### src/rtl/qctrl_pkg.sv
// Shared types and default sizing for the tProc start/reset sequencer.
package qctrl_pkg;

  typedef enum logic [1:0] {
    QC_IDLE  = 2'd0,
    QC_WSYNC = 2'd1,
    QC_EXEC  = 2'd2,
    QC_ACK   = 2'd3
  } qc_state_e;

  localparam int unsigned QC_N_CH    = 4;
  localparam int unsigned QC_PULSE_W = 8;
  localparam int unsigned QC_SKIP_W  = 4;
  localparam int unsigned QC_TOUT_W  = 16;

endpackage

### src/rtl/sync_reg.sv
// Two-flop synchroniser for signals crossing into the local clock domain.
module sync_reg #(
  parameter int DW = 1
) (
  input  logic          clk_i,
  input  logic          rstn_i,
  input  logic [DW-1:0] dt_i,
  output logic [DW-1:0] dt_o
);

  logic [DW-1:0] meta_q;
  logic [DW-1:0] sync_q;

  always_ff @(posedge clk_i or negedge rstn_i) begin
    if (!rstn_i) begin
      meta_q <= '0;
      sync_q <= '0;
    end else begin
      meta_q <= dt_i;
      sync_q <= meta_q;
    end
  end

  assign dt_o = sync_q;

endmodule

### src/rtl/qctrl_seq.sv
// tProc start/reset sequencer: immediate or sync-aligned start pulse on a
// masked set of channels, acknowledged with a four-phase handshake.
module qctrl_seq
  import qctrl_pkg::*;
#(
  parameter int N_CH    = QC_N_CH,
  parameter int PULSE_W = QC_PULSE_W,
  parameter int SKIP_W  = QC_SKIP_W,
  parameter int TOUT_W  = QC_TOUT_W
) (
  input  logic               t_clk_i,
  input  logic               t_rst_ni,
  input  logic               pulse_sync_i,
  input  logic               qrst_req_i,
  input  logic               qsync_req_i,
  input  logic [N_CH-1:0]    ch_mask_i,
  input  logic [PULSE_W-1:0] pulse_len_i,
  input  logic [SKIP_W-1:0]  sync_skip_i,
  input  logic [TOUT_W-1:0]  tout_i,
  output logic               qrst_ack_o,
  output logic               busy_o,
  output logic               tout_o,
  output logic [N_CH-1:0]    qproc_start_o
);

  logic sync_s;
  logic sync_prev_q;
  logic sync_rise;

  sync_reg #(.DW(1)) u_sync (
    .clk_i  (t_clk_i),
    .rstn_i (t_rst_ni),
    .dt_i   (pulse_sync_i),
    .dt_o   (sync_s)
  );

  assign sync_rise = sync_s & ~sync_prev_q;

  qc_state_e          state_q, state_d;
  logic [N_CH-1:0]    mask_q, mask_d;
  logic [PULSE_W-1:0] len_q, len_d;
  logic [PULSE_W-1:0] pcnt_q, pcnt_d;
  logic [SKIP_W-1:0]  skip_q, skip_d;
  logic [TOUT_W-1:0]  tout_q, tout_d;
  logic [TOUT_W-1:0]  tcnt_q, tcnt_d, tcnt_inc;
  logic               tflag_q, tflag_d;
  logic [N_CH-1:0]    start_q, start_d;
  logic               ack_q, ack_d;
  logic               busy_q, busy_d;
  logic               req_any;

  assign req_any  = qsync_req_i | qrst_req_i;
  assign tcnt_inc = (tcnt_q == '1) ? tcnt_q : tcnt_q + TOUT_W'(1);

  always_comb begin
    state_d = state_q;
    mask_d  = mask_q;
    len_d   = len_q;
    pcnt_d  = pcnt_q;
    skip_d  = skip_q;
    tout_d  = tout_q;
    tcnt_d  = tcnt_q;
    tflag_d = tflag_q;

    case (state_q)
      QC_IDLE: begin
        if (req_any) begin
          mask_d  = ch_mask_i;
          len_d   = (pulse_len_i == '0) ? PULSE_W'(1) : pulse_len_i;
          skip_d  = sync_skip_i;
          tout_d  = tout_i;
          tcnt_d  = '0;
          pcnt_d  = PULSE_W'(1);
          tflag_d = 1'b0;
          state_d = qsync_req_i ? QC_WSYNC : QC_EXEC;
        end
      end
      QC_WSYNC: begin
        tcnt_d = tcnt_inc;
        // Abort beats a sync edge, and a sync edge beats the timeout.
        if (!req_any) begin
          state_d = QC_IDLE;
        end else if (sync_rise) begin
          if (skip_q == '0) begin
            state_d = QC_EXEC;
            pcnt_d  = PULSE_W'(1);
          end else begin
            skip_d = skip_q - SKIP_W'(1);
          end
        end else if ((tout_q != '0) && (tcnt_inc == tout_q)) begin
          state_d = QC_ACK;
          tflag_d = 1'b1;
        end
      end
      QC_EXEC: begin
        if (pcnt_q == len_q) begin
          state_d = QC_ACK;
        end else begin
          pcnt_d = pcnt_q + PULSE_W'(1);
        end
      end
      QC_ACK: begin
        if (!req_any) state_d = QC_IDLE;
      end
      default: state_d = QC_IDLE;
    endcase

    // Outputs are decoded from the next state so they move with the state register.
    start_d = (state_d == QC_EXEC) ? mask_d : '0;
    ack_d   = (state_d != QC_IDLE);
    busy_d  = (state_d != QC_IDLE);
  end

  always_ff @(posedge t_clk_i or negedge t_rst_ni) begin
    if (!t_rst_ni) begin
      state_q     <= QC_IDLE;
      mask_q      <= '0;
      len_q       <= '0;
      pcnt_q      <= '0;
      skip_q      <= '0;
      tout_q      <= '0;
      tcnt_q      <= '0;
      tflag_q     <= 1'b0;
      start_q     <= '0;
      ack_q       <= 1'b0;
      busy_q      <= 1'b0;
      sync_prev_q <= 1'b0;
    end else begin
      state_q     <= state_d;
      mask_q      <= mask_d;
      len_q       <= len_d;
      pcnt_q      <= pcnt_d;
      skip_q      <= skip_d;
      tout_q      <= tout_d;
      tcnt_q      <= tcnt_d;
      tflag_q     <= tflag_d;
      start_q     <= start_d;
      ack_q       <= ack_d;
      busy_q      <= busy_d;
      sync_prev_q <= sync_s;
    end
  end

  assign qproc_start_o = start_q;
  assign qrst_ack_o    = ack_q;
  assign busy_o        = busy_q;
  assign tout_o        = tflag_q;

endmodule

### config.mk
export PLATFORM = sky130hd
export DESIGN_NAME = qctrl_seq
export DESIGN_NICKNAME = d
export VERILOG_FILES = /design/src/rtl/qctrl_pkg.sv /design/src/rtl/sync_reg.sv /design/src/rtl/qctrl_seq.sv
export SDC_FILE = /design/constraint.sdc
export NUM_CORES = 1
export LEC_CHECK = 0
export ABC_AREA = 1
export BUFFER_PORTS_ARGS = -buffer_cell sky130_fd_sc_hd__buf_2
export CORE_MARGIN = 3
export CORE_UTILIZATION = 60
export CTS_CLUSTER_SIZE = 28
export DETAILED_ROUTE_END_ITERATION = 8
export GPL_TIMING_DRIVEN = 0
export PLACE_DENSITY = 0.92
export SYNTH_ARGS = -nofsm -noshare
export SYNTH_HDL_FRONTEND = slang
export SYNTH_SLANG_ARGS = --single-unit
export TNS_END_PERCENT = 1
### constraint.sdc
create_clock -name t_clk_i -period 4.8 [get_ports t_clk_i]
set_input_delay 0.72 -clock t_clk_i [delete_from_list [all_inputs] [get_ports t_clk_i]]
set_output_delay 0.72 -clock t_clk_i [all_outputs]
set_load 0.05 [all_outputs]
**Word-level counts from Yosys, hierarchy flattened**

Index checks and enable logic that the tools add are counted.

- Register bits after elaboration: 67
- Output and inout bits: 7

- Add/subtract/negate cells: 3
- Eq/ne operators: 15
- Muxes and demuxes: 32
- Bitwise logic cells: 3
- Reductions and logical operators: 13

Operators with widths:

| kind | number |
|---|---|
| 8-bit 2-to-1 mux | 6 |
| 16-bit 2-to-1 mux | 2 |
| 16-bit one-hot mux with 2 select lines | 1 |
| 4-bit 2-to-1 mux | 7 |
| 8-bit one-hot mux with 3 select lines | 1 |
| 16-bit by 1-bit adder with 16-bit output, second input constant | 1 |
| 16-bit == test | 1 |
| 16-bit == test, second input constant | 1 |
| 2-bit 2-to-1 mux | 8 |
| 2-bit inequality test, second input constant | 8 |
| 16-bit nonzero test | 1 |
| 5-bit AND reduction | 2 |
| 8-bit by 1-bit adder with 8-bit output, second input constant | 1 |
| 8-bit == test | 1 |
| 8-bit zero test | 1 |
| 2-bit one-hot mux with 4 select lines | 1 |
| 4-bit one-hot mux with 2 select lines | 1 |
| 2-bit == test, second input constant | 3 |
| 6-bit AND reduction | 1 |
| 4-bit zero test | 1 |
| 1-bit 2-to-1 mux | 4 |
| 2-bit AND reduction | 2 |
| 2-bit nonzero test | 2 |
| 4-bit by 1-bit subtractor with 4-bit output, second input constant | 1 |
| 8 further kinds | 8 |

**Longest topological paths before layout**

Gate-level depths: netlist of the first run.

- Word-level depth: 10
- Gate-level depth with buffers: 18

**Hierarchy**

From an unflattened synthesis of the first run, not the netlist that was laid out.

- Cell total of the unflattened synthesis: 492
- Area, all modules: 3651.0 um2

Modules (own cells, without submodules):

| module | times used | cells an instance | area an instance (um2) | seq. area each (um2) |
|---|---|---|---|---|
| qctrl_seq | 1 | 490 | 3601.0 | 1626.6 |
| sync_reg | 1 | 2 | 50.0 | 50.0 |

**Worst setup path before layout of the first run**

Ideal clock, no wire load.

- Path type: input to register
- Start point: in qsync_req_i
- End point: reg pcnt_q[7]
- Setup time: 0.118 ns
- Data arrival time: 1.854 ns
- Required time: 4.682 ns
- Path slack: 2.828 ns
- Stages: 11
- Path buffers: 0
- Path through: nor2_1 > nor2_1 > inv_1 > a21oi_1 > nand2_1 > inv_1 > nand3_1 > nor3_1 > nand3_1 > nand2_1 > nor2_1

- Word-level cells in the longest chain between the ends: 3
- Elaborated cells on any way between the ends: 4
- Those cells by class: eq/ne (2); bitwise (1); reduce/logical (1)

RTL lines:

| element | RTL line | source |
|---|---|---|
| start, declared | qctrl_seq.sv:15 | `input logic qsync_req_i,` |
| 1-bit bitwise OR * | qctrl_seq.sv:52 | `assign req_any = qsync_req_i \| qrst_req_i;` |
| 2-bit inequality test (no line) | - |  |
| 6-bit AND reduction (no line) * | - |  |
| end signal, assigned | qctrl_seq.sv:132 | `pcnt_q <= pcnt_d;` |
| end, declared | qctrl_seq.sv:42 | `logic [PULSE_W-1:0] pcnt_q, pcnt_d;` |

Mark *: on every way between the ends. The rest lies on a longest branch, timed or not.
A chain may end at the register's enable or synchronous reset.

**Final worst setup path of the first run**

- Start point: reg tcnt_q[1]
- End point: reg start_q[0] (netlist: qproc_start_o[0])

- Word-level cells in the longest chain between the ends: 10
- Elaborated cells on any way between the ends: 11
- Those cells by class: add/sub (1); eq/ne (3); mux (6); reduce/logical (1)

RTL lines:

| element | RTL line | source |
|---|---|---|
| start, declared | qctrl_seq.sv:45 | `logic [TOUT_W-1:0] tcnt_q, tcnt_d, tcnt_inc;` |
| start signal, assigned | qctrl_seq.sv:135 | `tcnt_q <= tcnt_d;` |
| 16-bit by 1-bit adder with 16-bit output / 16-bit == test (equally long branches) | qctrl_seq.sv:53 | `assign tcnt_inc = (tcnt_q == '1) ? tcnt_q : tcnt_q + TOUT_W'(1);` |
| 16-bit 2-to-1 mux * | qctrl_seq.sv:53 |  |
| 16-bit == test * | qctrl_seq.sv:90 | `end else if ((tout_q != '0) && (tcnt_inc == tout_q)) begin` |
| 1-bit logical AND * | qctrl_seq.sv:90 |  |
| 2-bit 2-to-1 mux * | qctrl_seq.sv:90 |  |
| 2-bit 2-to-1 mux * | qctrl_seq.sv:83 | `end else if (sync_rise) begin` |
| 2-bit 2-to-1 mux * | qctrl_seq.sv:81 | `if (!req_any) begin` |
| 2-bit one-hot mux with 4 select lines * | qctrl_seq.sv:65 | `case (state_q)` |
| via state_d[1] | qctrl_seq.sv:39 | `qc_state_e state_q, state_d;` |
| 2-bit == test * | qctrl_seq.sv:109 | `start_d = (state_d == QC_EXEC) ? mask_d : '0;` |
| 4-bit 2-to-1 mux * | qctrl_seq.sv:109 |  |
| via start_d[0] | qctrl_seq.sv:47 | `logic [N_CH-1:0] start_q, start_d;` |
| end signal, assigned | qctrl_seq.sv:137 | `start_q <= start_d;` |
| end, declared | qctrl_seq.sv:47 |  |

The timed path passes the listed nets; every way through them passes the cells marked *.

==> flow_summary.ini, run 1 <==
[global_routing]
antenna_found_initial = 0
overflow = 0
grt_pass1_vias = 3511
track_usage = 0.272
grt_max_degree = 68
grt_pass1_wl_um = 15600

[sta]
worst_clock_skew_ns = 0.00681
setup_viol = 0
tns_ns = 0
worst_slew_pin_slew_ns = 0.830
hold_slack_ns = 0.368
setup_ws_ns = 2.38
fin_crit_sh = 0.505
finalHoldViolCount = 0
relSlewSlack = 0.447
slew_violations = 0
rsz0062_at_grt = no
min_period_ns = 2.42
max_freq_mhz = 413

[critical_path]
slowest_delay_ns = 0.39
critPathKind = flip-flop to flip-flop
cp.required_ns = 5.09
crit_chain = ha_1, nand2_2, nor2_4, nand2_4, nor2_8, inv_4, nand2_2, nor2_1, a21oi_2, nand3_1, nor2_1, nand2_1, nand2_1, nand2_2, nand2_4, nand2_4, nor2_2
critPathMaxFanout = 10
critPathLaunchType = flip-flop
worstPathArrival_ns = 2.71
endpoint_kind = flip-flop
crit_slowest_cell = dfrtp_1

[pwr]
power_mw = 2.38
vdd_drop_max_v = 0.000364
power.density_nw_per_um2 = 564
p_leak_nw = 2.14

[synthesis]
synth_warnings = 0
synth_nets = 529
synthFlopType = dfrtp_1
synth_cells = 489
avgSynthCellArea_um2 = 7.53
synth_top_area_cell = dfrtp_1
synth_edf_count = 0
yosysMostFrequentCell = nand2_1
yosys-top-cells-count = nand2_1, inv_1, dfrtp_1, nor2_1, o21ai_0
syn_area_um2 = 3680
synth.area.top_cells = dfrtp_1, nand2_1, inv_1, o21ai_0, nor2_1
yosysSeqAreaShare = 0.455
synth_seq_cells = 67
netlist.area_leader.share = 0.455
synth-async-reset-ratio = 1.00
synthDistinctLibCells = 36

[placement]
place_area_um2 = 3990
post-place-ws_ns = 2.43
place_congestion = 0.923
io_buffers = 43
place_inst = 604
dpl.hpwl_um = 6410

[clock_network]
clkLatencyLatePin_ns = 0.36
cts.htree.levels = 3
cts_inserted_buffers = 9
ctsHoldBuffers = 0
cts_setup_buffers = 0
cts_tree = built
path_clk_slew_ns = 0.08
clock-sinks = 67
cts_resized = 0
cts-root-buf = clkbuf_8
cts_buffer_depth = 2

[worst_hold_path]
hold_path.class = flip-flop to flip-flop

[cells_and_area]
final_cell_area_um2 = 4220
finish.utilization = 0.738
layout-drive-gt1-share = 0.162
syn2layout_area_growth_pct = 14.5
final_nets = 583
layout.cells.non_filler = 620
fillers = 388
multiInputGateArea_um2 = 1690
diodes = 0
seq_area_um2 = 1680

[detailed_routing]
via_per_inst = 5.71
drc = 0
drt_iter0_drc = 347
vias = 3541
firstDrtPassIters = 7
wl_per_cell_um = 14.7
antenna_violating_nets_post_route = 0
drt_wl_total_um = 9090

[die]
dieWidth_um = 84.3
start_util = 0.645
row_count = 27
io-pin-count = 44
fp.coreArea_um2 = 5710
dieArea_um2 = 7110
fp.dieH_um = 84.3

[status]
outcome = finished, final reports clean

[job]
max_cap_viol_count = 0
[path summary, 6_finish.rpt]
path / from / endpoint / slack, ns / depth (start not counted)
max: tcnt_q[1] / qproc_start_o[0] / 2.38 / 17
min: u_sync.meta_q / u_sync.dt_o / 0.37 / 0
max reg2reg: tcnt_q[1] / qproc_start_o[0] / 2.38 / 17
min reg2reg: u_sync.meta_q / u_sync.dt_o / 0.37 / 0
max in group asynchronous: t_rst_ni / qproc_start_o[0] / 3.80 / 1
min in group asynchronous: t_rst_ni / skip_q[0] / 0.46 / 1
[power by group]
part | leakage [nW] | internal (mW) | switching (mW)
Clock | 0.108 | 0.306 | 0.234
Sequential | 0.855 | 0.745 | 0.124
Combinational | 1.18 | 0.311 | 0.660
[critical path: cells and delay by family, from the launching register on]
kind,cells,cell delay (ns)
buf+inv,1,0.10
flops,1,0.39
simple gates,14,1.47
compound gates,1,0.10
fa+ha+maj,1,0.28
[cell families (layout without fill, tap and decap cells)]
| family | after synthesis | count (layout) | share of synthesized area |
|---|---|---|---|
| flip-flops | 67 | 67 | 0.455 |
| AND/OR/NAND/NOR | 250 | 250 | 0.305 |
| AO/OA/AOI/OAI | 73 | 73 | 0.110 |
| adder cells (fa/ha/maj) | 3 | 3 | 0.0102 |
| XOR/XNOR | 15 | 15 | 0.0357 |
| buffers and inverters | 81 | 140 | 0.0843 |
[area by class of cell]
type / count / share of cell area
inverter: 71 / 0.0638
multi-input combinational: 341 / 0.402
timing repair buffer: 43 / 0.0516
tap: 72 / 0.0214
clock inverter: 6 / 0.0211
buffer: 10 / 0.00980
clock buffer: 10 / 0.0327
sequential: 67 / 0.398
[state kept, by name, summed over array words and instances, names as in the netlist, 2 cells and up]
name,flops
state_q,2
pcnt_q,8
len_q,8
tcnt_q,16
skip_q,4
mask_q,4
tout_q,16
qproc_start_o,4
[cells in the final DEF (no fill, tap or decap), types with 3 or more instances in the layout]
master | Yosys | routed
clkbuf_8 | 0 | 10
clkbuf_1 | 9 | 9
nor2_2 | 7 | 7
nor2_1 | 47 | 47
xnor2_1 | 7 | 7
o22ai_1 | 5 | 5
o21ai_0 | 43 | 43
dfrtp_1 | 67 | 67
buf_2 | 0 | 42
a21oi_1 | 11 | 11
o21ai_1 | 3 | 3
xor2_1 | 8 | 8
nand3_1 | 28 | 28
nand2_1 | 130 | 130
inv_1 | 69 | 69
ha_1 | 3 | 3
nand4_1 | 10 | 10
nand2_4 | 3 | 3
or2_2 | 5 | 5
nand2_2 | 6 | 6
nor3_1 | 6 | 6
[metal layers]
| metal | up-vias | share of wire | wire length [um] | track usage |
|---|---|---|---|---|
| met5 | - | 0 | 0 | 0 |
| met3 | 38 | 0.083 | 751 | 0.0599 |
| met2 | 169 | 0.47 | 4280 | 0.448 |
| met1 | 1669 | 0.40 | 3680 | 0.331 |
| li1 | 1665 | - | - | - |
| met4 | 0 | 0.042 | 380 | 0.152 |
No activity file was read; power rests on OpenSTA's default activity.
==> run 2, diff against run 1 <==
--- a/config.mk
+++ b/config.mk
@@ -8,11 +8,11 @@
 export ABC_AREA = 1
 export BUFFER_PORTS_ARGS = -buffer_cell sky130_fd_sc_hd__buf_2
 export CORE_MARGIN = 3
-export CORE_UTILIZATION = 60
+export CORE_UTILIZATION = 58
 export CTS_CLUSTER_SIZE = 28
 export DETAILED_ROUTE_END_ITERATION = 8
 export GPL_TIMING_DRIVEN = 0
-export PLACE_DENSITY = 0.92
+export PLACE_DENSITY = 0.89
 export SYNTH_ARGS = -nofsm -noshare
 export SYNTH_HDL_FRONTEND = slang
 export SYNTH_SLANG_ARGS = --single-unit
==> constraint.sdc (replaced) <==
create_clock -name t_clk_i -period 2.4 [get_ports t_clk_i]
set_input_delay 0.36 -clock t_clk_i [delete_from_list [all_inputs] [get_ports t_clk_i]]
set_output_delay 0.36 -clock t_clk_i [all_outputs]
set_load 0.05 [all_outputs]
==> run 2 against run 1 <==
  * Via count down 1.2%
  * Critical path depth unchanged
  * Die area up 3.2%
  * Power up 100%
  * Wire length up 0.81%
  * Combinational power up 110%
  * Cell count up 1.3%
  * Sequential share of layout area down 1.0 points
  * Clock power up 91%
  * Worst hold slack worse by 0.25 ns
  * Non-clock buffer count up 5
  * Setup slack worse by 2.3 ns
  * Largest cell class unchanged
  * Highest routed layer unchanged
==> flow_summary.ini, run 2 (same netlist as run 1, synthesis figures left out) <==
[clock_network]
clkLatencyLatePin_ns = 0.34
path_clk_slew_ns = 0.08
cts-root-buf = clkbuf_8
cts_tree = built
clock-sinks = 67
cts_inserted_buffers = 9
cts_buffer_depth = 2
ctsHoldBuffers = 0
cts.htree.levels = 3

[detailed_routing]
vias = 3500
via_per_inst = 5.57
antenna_violating_nets_post_route = 0
firstDrtPassIters = 5
drt_wl_total_um = 9160
drc = 0
drt_iter0_drc = 380
wl_per_cell_um = 14.6

[placement]
dpl.hpwl_um = 6510
place_inst = 607
place_congestion = 0.947
io_buffers = 43

[cells_and_area]
final_cell_mix = nand2_1, inv_1, dfrtp_1, nor2_1
finish.utilization = 0.718
final_nets = 588
layout.cells.non_filler = 628
layout-drive-gt1-share = 0.188
diodes = 0
syn2layout_area_growth_pct = 17.6
layout_commonest_cell = nand2_1
reg_top3 = tcnt_q (16), tout_q (16)

[global_routing]
antenna_found_initial = 0
overflow = 0
grt_max_degree = 68
grt_pass1_wl_um = 15100
track_usage = 0.260
grt_pass1_vias = 3421

[pwr]
power.density_nw_per_um2 = 1110
power_frac_comb = 0.420
p_leak_nw = 2.17
switchingPower_mw = 2.04
power.share.clock = 0.216
seqPwrFrac = 0.365
power.share.switching = 0.426
p_int_mw = 2.75
vdd_drop_max_v = 0.000926

[sta]
setup_viol = 0
rsz0062_at_grt = yes
min_period_ns = 2.31
tns_ns = 0
relSlewSlack = 0.447
finalHoldViolCount = 0
worst_clock_skew_ns = 0.00727
hold_slack_ns = 0.120
slew_violations = 0
fin_crit_sh = 0.964
worst_slew_pin_slew_ns = 0.830
max_freq_mhz = 432

[status]
outcome = finished, final reports clean

[die]
row_count = 28
dieWidth_um = 85.7
fp.coreArea_um2 = 6030
dieArea_um2 = 7340
start_util = 0.611
fp.dieH_um = 85.7
io-pin-count = 44

[critical_path]
cp.required_ns = 2.68
critPathMaxFanout = 8
critPathLaunchType = flip-flop
endpoint_kind = flip-flop
worstPathArrival_ns = 2.59
critPathKind = flip-flop to flip-flop

[worst_hold_path]
hold_path.class = input port to asynchronous set/reset pin

[job]
max_cap_viol_count = 0
[run 2: stage by stage]
| step | power [mW] | worst slack [ns] | cell area (um2) |
|---|---|---|---|
| floorplan | 3.14 | 0.429 | 3680 |
| global placement | 3.54 | 0.139 | 3990 |
| detailed placement | 3.64 | 0.00275 | 3990 |
| CTS | 4.69 | 0.00629 | 4220 |
| global route | 5.15 | -0.0690 | 4330 |
| finish | 4.79 | 0.0868 | 4330 |
[run 2: power groups by stage]
stage                     logic [mW]  clock network [mW]  registers, mW
after floorplan                 1.34                   0           1.79
after global placement          1.82                   0           1.72
after detailed placement        1.89                   0           1.75
after CTS                       1.92                1.04           1.73
after global routing            2.27                1.09           1.79
final                           2.01                1.03           1.75
[run 2: worst max-delay path: stages (launching register included)]
cell and delay, ns:
dfrtp_1 0.46, ha_4 0.19, nand2_2 0.08, nor2_4 0.13, nand2_4 0.11, nor2_8 0.18
nand2_1 0.13, o21ai_2 0.12, nor2_1 0.07, a21oi_2 0.11, nand3_1 0.09, nor2_1 0.08
nand2_1 0.09, nand2_1 0.09, nand2_2 0.08, nand2_4 0.08, nand2_4 0.08, nor2_2 0.08
[run 2: layout make-up]
class	instances	area, um2
multi-input cells	341	1780
well taps	75	93.8
plain buffers	10	41.3
fillers	447	1700
repair buffers	48	255
clock inverters	6	90.1
flip-flops and latches	67	1680
clock buffers	10	128
inverters	71	269
[run 2: path summary, 6_finish.rpt]
| check | from | to | slack (ns) | cells after the start |
|---|---|---|---|---|
| worst min register to register | u_sync.meta_q | u_sync.dt_o | 0.35 | 0 |
| max in group asynchronous | t_rst_ni | tout_q[7] | 1.74 | 1 |
| worst min-delay path | t_rst_ni | tcnt_q[9] | 0.12 | 1 |
| min in group t_clk_i | pulse_sync_i | u_sync.meta_q | 0.13 | 1 |
| worst max register to register | tcnt_q[0] | qproc_start_o[0] | 0.09 | 17 |
| worst max-delay path | tcnt_q[0] | qproc_start_o[0] | 0.09 | 17 |
[run 2: repair_timing]
| action | CTS | global route |
|---|---|---|
| pin swaps | 0 | 4 |
| resized for setup | 1 | 17 |
| buffers inserted | 0 | 5 |
| endpoints found under the hold margin | 0 | 0 |
| setup endpoints to repair | 1 | 7 |
[run 2: routing by layer]
layer  vias up  global-route usage  wire, um
met5         -                   0         0
met4         0               0.111       215
met3        21              0.0682       681
met2       146               0.444      4610
met1      1658               0.310      3650
li1       1675                   -         -
==> run 3, diff against run 2 <==
--- a/config.mk
+++ b/config.mk
@@ -12,8 +12,9 @@
 export CTS_CLUSTER_SIZE = 28
 export DETAILED_ROUTE_END_ITERATION = 8
 export GPL_TIMING_DRIVEN = 0
-export PLACE_DENSITY = 0.89
+export PLACE_DENSITY = 0.9
 export SYNTH_ARGS = -nofsm -noshare
 export SYNTH_HDL_FRONTEND = slang
+export SYNTH_HIERARCHICAL = 1
 export SYNTH_SLANG_ARGS = --single-unit
 export TNS_END_PERCENT = 1
==> run 3 against run 2 <==
  * Fmax shrank 1.0%
  * Setup slack got worse by 0.024 ns
  * Final area about the same
  * Die area is 0.76% lower
  * Non-clock buffer count up 2
  * First-iteration DRC count up 1.3%
  * Sequential share of layout area up 0.075 points
  * Critical path type unchanged
  * Critical endpoint is now qproc_start_o[3]
  * Largest cell class unchanged
==> flow_summary.ini, run 3 <==
[synthesis]
avgSynthCellArea_um2 = 7.42
synth_cells = 492
synth-async-reset-ratio = 1.00
synth_top_area_cell = dfrtp_1
synth_warnings = 6
netlist.area_leader.share = 0.459
synth_seq_cells = 67
synth_nets = 532
yosysSeqAreaShare = 0.459
syn_area_um2 = 3650
synthDistinctLibCells = 33
synth_edf_count = 0
yosysMostFrequentCell = nand2_1
synth.area.top_cells = dfrtp_1, nand2_1, inv_1, o21ai_0, nor2_1
synthFlopType = dfrtp_1
yosys-top-cells-count = nand2_1, inv_1, dfrtp_1, o21ai_0, nor2_1

[die]
fp.coreArea_um2 = 6030
start_util = 0.606
row_count = 28
fp.dieH_um = 85.3
dieArea_um2 = 7280
dieWidth_um = 85.3
io-pin-count = 44

[placement]
place_congestion = 0.926
io_buffers = 43
post-place-ws_ns = -0.131
dpl.hpwl_um = 6640

[detailed_routing]
m1WireLength_um = 3810
firstDrtPassIters = 5
drt_iter0_drc = 385
wl_per_cell_um = 14.9
antenna_violating_nets_post_route = 0
wl_met2_um = 4570
vias = 3589
drc = 0
drt_wl_total_um = 9410
top_layer_used = met4
via_per_inst = 5.68
met3_length_um = 708

[global_routing]
track_usage = 0.270
overflow = 0
grt_max_degree = 68
antenna_found_initial = 0
grt_pass1_wl_um = 15600
grt_pass1_vias = 3586

[critical_path]
crit_chain = ha_4, nand2_4, nor2_4, nand2_2, nor2_4, inv_4, buf_8, nand3_2, nand2_1, nor2_1, nand3_1, nor2_1, nand3_1, nand2_1, nand2_2, nand2_4, nand2_8, nor2_2
crit_slowest_cell = dfrtp_2
slowest_delay_ns = 0.43
critPathKind = flip-flop to flip-flop
critPathMaxFanout = 10
critPathLaunchType = flip-flop
endpoint_kind = flip-flop
cp.required_ns = 2.68
worstPathArrival_ns = 2.62

[clock_network]
cts_inserted_buffers = 9
clock-sinks = 67
path_clk_slew_ns = 0.08
ctsHoldBuffers = 0
cts_tree = built
cts_buffer_depth = 2
cts.htree.levels = 3
clkLatencyLatePin_ns = 0.34
cts-root-buf = clkbuf_8

[status]
outcome = finished, final reports clean

[sta]
worst_clock_skew_ns = 0.00735
min_period_ns = 2.34
rsz0062_at_grt = yes
fin_crit_sh = 0.974
max_freq_mhz = 428
slew_violations = 0
finalHoldViolCount = 0
setup_viol = 0
worst_slew_pin_slew_ns = 0.824
relSlewSlack = 0.450
setup_ws_ns = 0.0624

[pwr]
vdd_drop_max_v = 0.000867
p_leak_nw = 2.18
power_mw = 4.87
power.density_nw_per_um2 = 1130

[job]
max_cap_viol_count = 0

[cells_and_area]
diodes = 0
layout-drive-gt1-share = 0.187
final_nets = 593
syn2layout_area_growth_pct = 18.6
layout_commonest_cell = nand2_1
final_cell_mix = nand2_1, inv_1, dfrtp_1, o21ai_0, buf_2
reg_top3 = tcnt_q (16), tout_q (16)

[worst_hold_path]
hold_path.class = input port to asynchronous set/reset pin
run 3: cell types whose count changed after synthesis, moves of 3 or more:
cell	change
xnor2_1	-4
a21oi_1	-4
nand2_1	+10
o22ai_1	+3
nor2_1	-4
nand4_1	+3
o21ai_0	+7
run 3: power breakdown:
part           switching, mW  internal (mW)  leakage, nW
clock network          0.439          0.604        0.108
registers              0.270           1.50        0.853
logic                   1.40          0.659         1.22
run 3: cells by family (layout without fill, tap and decap cells):
family	count (synthesis)	after routing	synth area share
AND/OR/NAND/NOR	258	258	0.313
buffers and inverters	81	146	0.0864
flip-flops	67	67	0.459
XOR/XNOR	10	10	0.0240
AO/OA/AOI/OAI	73	73	0.107
adder cells (fa/ha/maj)	3	3	0.0103
run 3: worst max-delay path: cells and delay by family (launching register included):
kind,cells,cell delay [ns]
fa+ha+maj,1,0.18
buf+inv,2,0.24
flops,1,0.43
simple gates,15,1.41
run 3: worst paths after layout:
path / depth (start not counted) / to / from / slack [ns]
max: 18 / qproc_start_o[3] / tcnt_q[0] / 0.06
min: 1 / skip_q[1] / t_rst_ni / 0.11
max reg2reg: 18 / qproc_start_o[3] / tcnt_q[0] / 0.06
min reg2reg: 0 / u_sync/dt_o / u_sync/meta_q / 0.36
max in group asynchronous: 1 / tcnt_q[2] / t_rst_ni / 1.72
min in group t_clk_i: 1 / u_sync/meta_q / pulse_sync_i / 0.11
run 3: final cells by class:
class	instances	area (um2)
plain buffers	10	52.6
clock buffers	10	138
clock inverters	5	77.6
fillers	454	1700
inverters	71	269
multi-input cells	344	1750
flip-flops and latches	67	1680
well taps	75	93.8
repair buffers	50	274
run 3: routing by layer:
layer | global-route usage | vias up
met5 | 0 | -
li1 | - | 1703
met2 | 0.451 | 192
met1 | 0.325 | 1647
met4 | 0.138 | 0
met3 | 0.0641 | 47
run 3: repair_timing:
item / in CTS / in global routing
gates resized for setup: 3 / 25
setup endpoints to repair: 4 / 10
pin swaps: 0 / 13
setup buffers: 0 / 7
run 3: per-stage QoR:
| step | setup TNS [ns] | utilization | hold WS [ns] | area (um2) | cells |
|---|---|---|---|---|---|
| finish | 0 | 0.719 | 0.108 | 4330 | 632 |
| global route | -0.313 | 0.719 | 0.111 | 4330 | 632 |
| CTS | 0 | 0.696 | 0.113 | 4190 | 625 |
| detailed placement | -0.478 | 0.658 | 0.345 | 3960 | 610 |
| global placement | -0.399 | 0.657 | 0.335 | 3960 | 610 |
| floorplan | 0 | - | 0.0644 | 3650 | 492 |
